<file path="src/rtl/btn_pkg.sv">
// btn_pkg: shared state encoding and default timing constants for button debouncing
package btn_pkg;
   typedef enum logic [1:0] {ST_LOW, ST_WAIT_HIGH, ST_HIGH, ST_WAIT_LOW} btn_state_t;
   localparam int DEBOUNCE_CYCLES_DEF = 120_000;
   localparam int LONG_CYCLES_DEF     = 12_000_000;
endpackage

</file>
<file path="src/rtl/sync_2ff.sv">
// sync_2ff: two-flop synchronizer for one asynchronous bit, resets to 0
module sync_2ff (
   input  logic pllclk,
   input  logic rst_n,
   input  logic d,
   output logic q
);
   logic meta;
   always_ff @(posedge pllclk or negedge rst_n)
      if (!rst_n) {q, meta} <= 2'b00;
      else        {q, meta} <= {meta, d};
endmodule

</file>
<file path="src/rtl/btn_debounce.sv">
// btn_debounce: debounced button level with press/release/long-press pulses
// The long-press hold counter exists only when BTN_DEBOUNCE_LONGPRESS_EN is defined.
module btn_debounce
   import btn_pkg::*;
#(
   parameter int DEBOUNCE_CYCLES = DEBOUNCE_CYCLES_DEF,
   parameter int LONG_CYCLES     = LONG_CYCLES_DEF
) (
   input  logic hwclk,
   input  logic reset_btn,
   input  logic btn_in,
   output logic btn_level,
   output logic btn_press,
   output logic btn_release,
   output logic btn_long
);
   localparam int CW = $clog2(DEBOUNCE_CYCLES);
   localparam logic [CW-1:0] CNT_END = CW'(DEBOUNCE_CYCLES - 2);
   btn_state_t state, state_nx;
   logic [CW-1:0] cnt, cnt_nx;
   logic sync, level_nx, press_nx, release_nx;

   sync_2ff u_sync (.pllclk(hwclk), .rst_n(reset_btn), .d(btn_in), .q(sync));

   always_ff @(posedge hwclk or negedge reset_btn)
      if (!reset_btn) begin
         state       <= ST_LOW;
         cnt         <= '0;
         btn_level   <= 1'b0;
         btn_press   <= 1'b0;
         btn_release <= 1'b0;
      end else begin
         state       <= state_nx;
         cnt         <= cnt_nx;
         btn_level   <= level_nx;
         btn_press   <= press_nx;
         btn_release <= release_nx;
      end

   // The counter only runs while waiting and stops at CNT_END, so it never wraps.
   always_comb begin
      state_nx = state;
      cnt_nx   = '0;
      case (state)
         ST_LOW:       state_nx = sync ? ST_WAIT_HIGH : ST_LOW;
         ST_WAIT_HIGH: begin
            state_nx = !sync ? ST_LOW : (cnt == CNT_END) ? ST_HIGH : ST_WAIT_HIGH;
            cnt_nx   = (sync && cnt != CNT_END) ? cnt + 1'b1 : '0;
         end
         ST_HIGH:      state_nx = sync ? ST_HIGH : ST_WAIT_LOW;
         ST_WAIT_LOW:  begin
            state_nx = sync ? ST_HIGH : (cnt == CNT_END) ? ST_LOW : ST_WAIT_LOW;
            cnt_nx   = (!sync && cnt != CNT_END) ? cnt + 1'b1 : '0;
         end
         default:      state_nx = ST_LOW;
      endcase
   end

   always_comb begin
      level_nx   = state_nx inside {ST_HIGH, ST_WAIT_LOW};
      press_nx   = level_nx & ~btn_level;
      release_nx = ~level_nx & btn_level;
   end

`ifdef BTN_DEBOUNCE_LONGPRESS_EN
   localparam int LW = $clog2(LONG_CYCLES + 1);
   localparam logic [LW-1:0] HOLD_FIRE = LW'(LONG_CYCLES - 1);
   localparam logic [LW-1:0] HOLD_SAT  = LW'(LONG_CYCLES);
   logic [LW-1:0] hold;
   // Saturating one past the fire value makes the pulse one-shot per press.
   always_ff @(posedge hwclk or negedge reset_btn)
      if (!reset_btn) begin
         hold     <= '0;
         btn_long <= 1'b0;
      end else begin
         hold     <= press_nx ? '0 : (btn_level && hold != HOLD_SAT) ? hold + 1'b1 : hold;
         btn_long <= btn_level && hold == HOLD_FIRE;
      end
`else
   assign btn_long = 1'b0;
`endif
endmodule

</file>
<file path="config.mk">
export PLATFORM = sky130hd
export DESIGN_NAME = btn_debounce
export DESIGN_NICKNAME = d
export VERILOG_FILES = /design/src/rtl/btn_pkg.sv /design/src/rtl/sync_2ff.sv /design/src/rtl/btn_debounce.sv
export SDC_FILE = /design/constraint.sdc
export NUM_CORES = 1
export LEC_CHECK = 0
export ABC_AREA = 1
export CAP_MARGIN = 20
export CELL_PAD_IN_SITES_DETAIL_PLACEMENT = 1
export CELL_PAD_IN_SITES_GLOBAL_PLACEMENT = 2
export CORE_ASPECT_RATIO = 1.25
export CORE_UTILIZATION = 34
export CTS_CLUSTER_DIAMETER = 120
export DETAILED_ROUTE_END_ITERATION = 12
export PLACE_DENSITY_LB_ADDON = 0.3
export SLEW_MARGIN = 40
export SYNTH_ARGS = -nofsm -noshare
export SYNTH_HDL_FRONTEND = slang
export SYNTH_SLANG_ARGS = --single-unit
</file>
<file path="constraint.sdc">
create_clock -name hwclk -period 1.7 [get_ports hwclk]
set_clock_uncertainty 0.05 [all_clocks]
set_input_delay 0.255 -clock hwclk [delete_from_list [all_inputs] [get_ports hwclk]]
set_output_delay 0.255 -clock hwclk [all_outputs]
set_load 0.01 [all_outputs]
</file>
; Yosys cells after proc, flatten, opt, wreduce, memory -nomap -nowiden
; Index checks and enable logic that the tools add are counted.
[totals]
ff_bits = 24
inputBits = 3
output_inout_bits = 4
[classes]
n_addsub = 1
eq_ne = 7
muxes = 10
n_bitwise = 4
reduce_logical = 5
[ops]
columns = operator, count
row1 = $mux W17, 2
row2 = $pmux W17 S2, 1
row3 = $add A17 B1 Y17 const B, 1
row4 = $eq A17 B17 Y1 const B, 1
row5 = $ne A17 B17 Y1 const B, 1
row6 = $eq A2 B2 Y1 const B, 4
row7 = $mux W2, 4
row8 = $pmux W2 S4, 1
row9 = $and A1 B1 Y1, 2
row10 = $eq A2 B1 Y1 const B, 1
row11 = $logic_and A1 B1 Y1, 2
row12 = $logic_not A2 Y1, 1
row13 = $mux W1, 2
row14 = $not A1 Y1, 2
row15 = $reduce_bool A2 Y1, 1
row16 = $logic_not A1 Y1, 1

; Logic depth before layout (Yosys ltp)
; Gate-level depths: netlist of the first run.
[logic_depth]
word_depth = 8
ltp_mapped = 9
ltp_nobuf = 9

; Modules after synthesis
; A second synthesis of the first run with hierarchy kept.
[hier_totals]
hier_cells = 161
area_unflattened_um2 = 1252.5
[by_module_without_submodules]
columns = module, instances, cells_each, area_each_um2, seq_area_each_um2
row1 = btn_debounce, 1, 159, 1202.4, 525.5
row2 = sync_2ff, 1, 2, 50.0, 50.0

; Worst setup path after synthesis of the first run
; Ideal clock, no wire load.
[synth_timing]
path_kind = register to register
startpoint = register cnt[0]
endpoint = register btn_level
setup_time_ns = 0.113
arrival_time_ns = 1.203
slack_ns = 0.335
path_stages_with_launch = 10
n_path_buf = 0
path_cell_list = dfrtp_1 > inv_1 > ha_1 > nand2_1 > nor2_1 > nand2_4 > nor2_8 > nand3_2 > nand2_1 > inv_1
[synth_between]
elab_chain_len = 6
[synth_rtl]
columns = item, line
row1 = from (decl), btn_debounce.sv:20  ; logic [CW-1:0] cnt, cnt_nx;
row2 = from (signal assigned), btn_debounce.sv:34  ; cnt <= cnt_nx;
row3 = $eq A17 B17 Y1 *, "btn_debounce.sv:47, btn_debounce.sv:52"
row4 = "$mux W2, on equally long branches (2 in a row)", "btn_debounce.sv:52, btn_debounce.sv:47"
row5 = $pmux W2 S4 *, btn_debounce.sv:44  ; case (state)
row6 = $eq A2 B2 Y1, btn_debounce.sv:60  ; level_nx = state_nx inside {ST_HIGH, ST_WAIT_LOW};
row7 = $reduce_bool A2 Y1 *, btn_debounce.sv:60
row8 = via level_nx, btn_debounce.sv:21  ; logic sync, level_nx, press_nx, release_nx;
row9 = to (signal assigned), btn_debounce.sv:35  ; btn_level <= level_nx;
row10 = to (decl), btn_debounce.sv:12  ; output logic btn_level,
; The timed path passes the listed nets; every way through them passes the cells marked *.

; Final worst setup path of the first run
[layout_timing]
startpoint = register cnt[0]
endpoint = register cnt[8]
[layout_between]
elab_chain_len = 4
[layout_rtl]
columns = item, line
row1 = branches (longest 3 deep; another with $add A17 B1 Y17), n/a
row2 = $pmux W17 S2 *, btn_debounce.sv:44
row3 = via cnt_nx[8], btn_debounce.sv:20
; Mark *: on every way through the listed nets, which the timed path passes.

==> results.toml, run 1 <==
[run_status]
outcome = "complete, but fails checks"
violations = "DRC"

[final_layout]
fill_cells = 447
antennaDiodeCount = 0
nets = 185
stdcell_count = 218
multi_input_area_sq_um = 633
area_growth_pct = 11.2
drive_above_1_share_pct = 10.1
ff_latch_area_sq_um = 576

[timing]
setup_slack_ns = 0.184
period_share_pct = 89.2
drv_slew = 0
layout_min_cycle_time_ns = 1.52
fin_setup_tns_ns = 0
max_freq_mhz = 660
final-hold-violation-count = 0
rsz0062_at_grt = "false"
setup_violations = 0

[synthesis]
synth_cells = 170
ys_top_cells_by_count = "43 x nand2_1, 40 x nor2_1, 23 x dfrtp_1"
synth-async-reset-ratio_pct = 100
synth_compound_area_share_pct = 5.02
seq_area_frac_synth_pct = 44.4
ys_top_cells_by_area = "dfrtp_1 44%, nand2_1 12%, nor2_1 12%"
yosysTopAreaCellShare_pct = 44.4
yosysWarnings = 0
synth_cell_type_count = 25
synth_area_leader_cell = "dfrtp_1"
ys.flop_type = "dfrtp_1"
synth_edf_count = 0
avgSynthCellArea_sq_um = 7.62
synth_area_sq_um = 1290
synth_top_family_by_area = "simple AND/OR/NAND/NOR gates"
synthAdderAreaFrac_pct = 1.93
synth_simple_gate_area_share_pct = 39.6
synth_seq_cells = 23
yosysMostFrequentCell = "nand2_1"
synthMuxAreaShare_pct = 0
synth_fp_nets = 175
synth-xor-area-share_pct = 2.03

[worst_setup_path]
critPathTopFamily = "simple AND/OR/NAND/NOR gates"
worst-setup-path-type = "register to register"
worst_ep_arrival_time_ns = 1.62
cp_common_cell = "nor2_1"
start_kind = "register"
slowest_stage = "dfrtp_1"
critical_path_buf_inv_count = 1
crit_required_ns = 1.80
max_stage_delay_ns = 0.41
critPathMaxFanout = 8
cp_cell_sequence = "inv_1 > ha_1 > nand2_1 > nor2_1 > nand2_4 > o21bai_4 > nor2_1"
critPathCaptureType = "register"

[detailed_routing]
wl_per_cell_um = 13.9
drc_errors = 2
wl_mm = 3.02
drtIter0Drc = 32
via_per_inst = 4.97
dr_total_vias = 1083
drt_first_pass_iters = 7
drtAntennaViolNets = 0

[placed_design]
dp_worst_setup_slack_ns = 0.168
dp_hpwl_mm = 2.31
port_buffers = 5
routabilityCongestion = 0.778
numPlacedInstances = 214

[global_route]
grt_first_pass_wirelength_mm = 5.40
grt_pass1_vias = 1164
overflow = 0
track_usage_pct = 17.7
grt_max_degree = 24
antenna_found_initial = 0

[die]
die_h_um = 71
dieArea_sq_um = 4060
die_w_um = 57.2
io_pins = 7
rows = 24
core_sq_um = 3570
start_util_pct = 36.2

[power_and_ir_drop]
p_leak_nw = 0.682
p_per_area_nw_per_um2 = 661
peakVddDrop_uv = 262

[cts]
clockBufferDepth = 2
clock_latency_ns = 0.27
ctsResizeCount = 0
hold_buffers = 0
cts_setup_buffers = 0
clk_pin_slew_ns = 0.09
clock-sinks = 23
cts_tree = "done"
cts_root_buf = "clkbuf_8"
cts_made_buffers = 3
cts-htree-levels = 1

[hold_path]
min_path_type = "primary input to asynchronous set/reset pin"

[job]
cap_violations = 0
[per-layer routing]
layer | wire (um) | up-vias | GRT usage (%)
met3 | 51 | 2 | 3.29
li1 | - | 544 | -
met1 | 1330 | 529 | 21.3
met4 | 31 | 0 | 6.50
met2 | 1610 | 8 | 31.1
met5 | 0 | - | 0
[cells by family (layout without fill, tap and decap cells)]
logic type                 after synthesis  after routing
xor gates and xnor gates                 3              3
and+or+nand+nor                        110            110
DFF                                     23             23
buffers and inverters                   22             31
adders and majority gates                2              2
AOI/OAI and AO/OA                        9              9
other                                    1              1
[worst register-to-register path: cells and delay by family (launching register included)]
family / cells / cell delay (ns)
simple gates: 4 / 0.44
compound gates: 1 / 0.27
buf+inv: 1 / 0.07
flops: 1 / 0.41
fa+ha+maj: 1 / 0.17
[through the flow]
step | hold WS (ns) | total power [mW] | utilization, % | instance area [sq um]
floorplan | -0.0906 | 0.588 | - | 1290
global placement | 0.290 | 0.610 | 39.0 | 1390
detailed placement | 0.288 | 0.612 | 39.0 | 1390
CTS | 0.306 | 0.974 | 40.3 | 1440
global route | 0.322 | 0.998 | 40.3 | 1440
finish | 0.299 | 0.952 | 40.3 | 1440
[where the power goes]
| part | internal, mW | total (mW) | switching (mW) |
|---|---|---|---|
| Combinational | 0.0138 | 0.0416 | 0.0278 |
| Sequential | 0.552 | 0.557 | 0.00475 |
| Clock | 0.164 | 0.353 | 0.189 |
[cells in the final DEF (no fill, tap or decap), types with 3 or more instances in the layout]
| master | n |
|---|---|
| nand4_1 | 5 |
| nand2_1 | 43 |
| clkdlybuf4s50_1 | 5 |
| nor2_1 | 40 |
| inv_1 | 19 |
| nand2_2 | 3 |
| nand3_1 | 10 |
| dfrtp_1 | 23 |
| a21oi_1 | 3 |
| clkbuf_8 | 3 |
| xor2_1 | 3 |
[registers in the layout (all words and copies together), names as in the netlist]
name,count
btn_level,1
u_sync.meta,1
btn_press,1
cnt,17
btn_release,1
u_sync.q,1
state,1
[final timing paths]
kind                             startpoint          end  slack (ns)  cells past startpoint
min in group hwclk              u_sync.meta     u_sync.q        0.31                      0
worst max-delay path                 cnt[0]       cnt[8]        0.18                      7
worst max register to register       cnt[0]       cnt[8]        0.18                      7
worst min register to register  u_sync.meta     u_sync.q        0.31                      0
worst min-delay path              reset_btn       cnt[7]        0.30                      2
max in group asynchronous         reset_btn  u_sync.meta        1.06                      2
[final cells by class]
type / instances / area share, %
clock inverters: 1 / 0.348
clock buffers: 3 / 2.87
multi-input cells: 125 / 44.0
repair buffers: 6 / 4.00
well taps: 39 / 3.39
flip-flops and latches: 23 / 40.0
inverters: 21 / 5.47
No activity file was read; power rests on OpenSTA's default activity.
==> run 2: changes to the inputs <==
--- a/config.mk
+++ b/config.mk
@@ -6,13 +6,13 @@
 export NUM_CORES = 1
 export LEC_CHECK = 0
 export ABC_AREA = 1
-export CAP_MARGIN = 20
 export CELL_PAD_IN_SITES_DETAIL_PLACEMENT = 1
 export CELL_PAD_IN_SITES_GLOBAL_PLACEMENT = 2
 export CORE_ASPECT_RATIO = 1.25
 export CORE_UTILIZATION = 34
 export CTS_CLUSTER_DIAMETER = 120
 export DETAILED_ROUTE_END_ITERATION = 12
+export HOLD_SLACK_MARGIN = 0.1
 export PLACE_DENSITY_LB_ADDON = 0.3
 export SLEW_MARGIN = 40
 export SYNTH_ARGS = -nofsm -noshare
==> results of run 2 <==
Same layout as run 1: the final DEF is identical, and so are final timing and power.
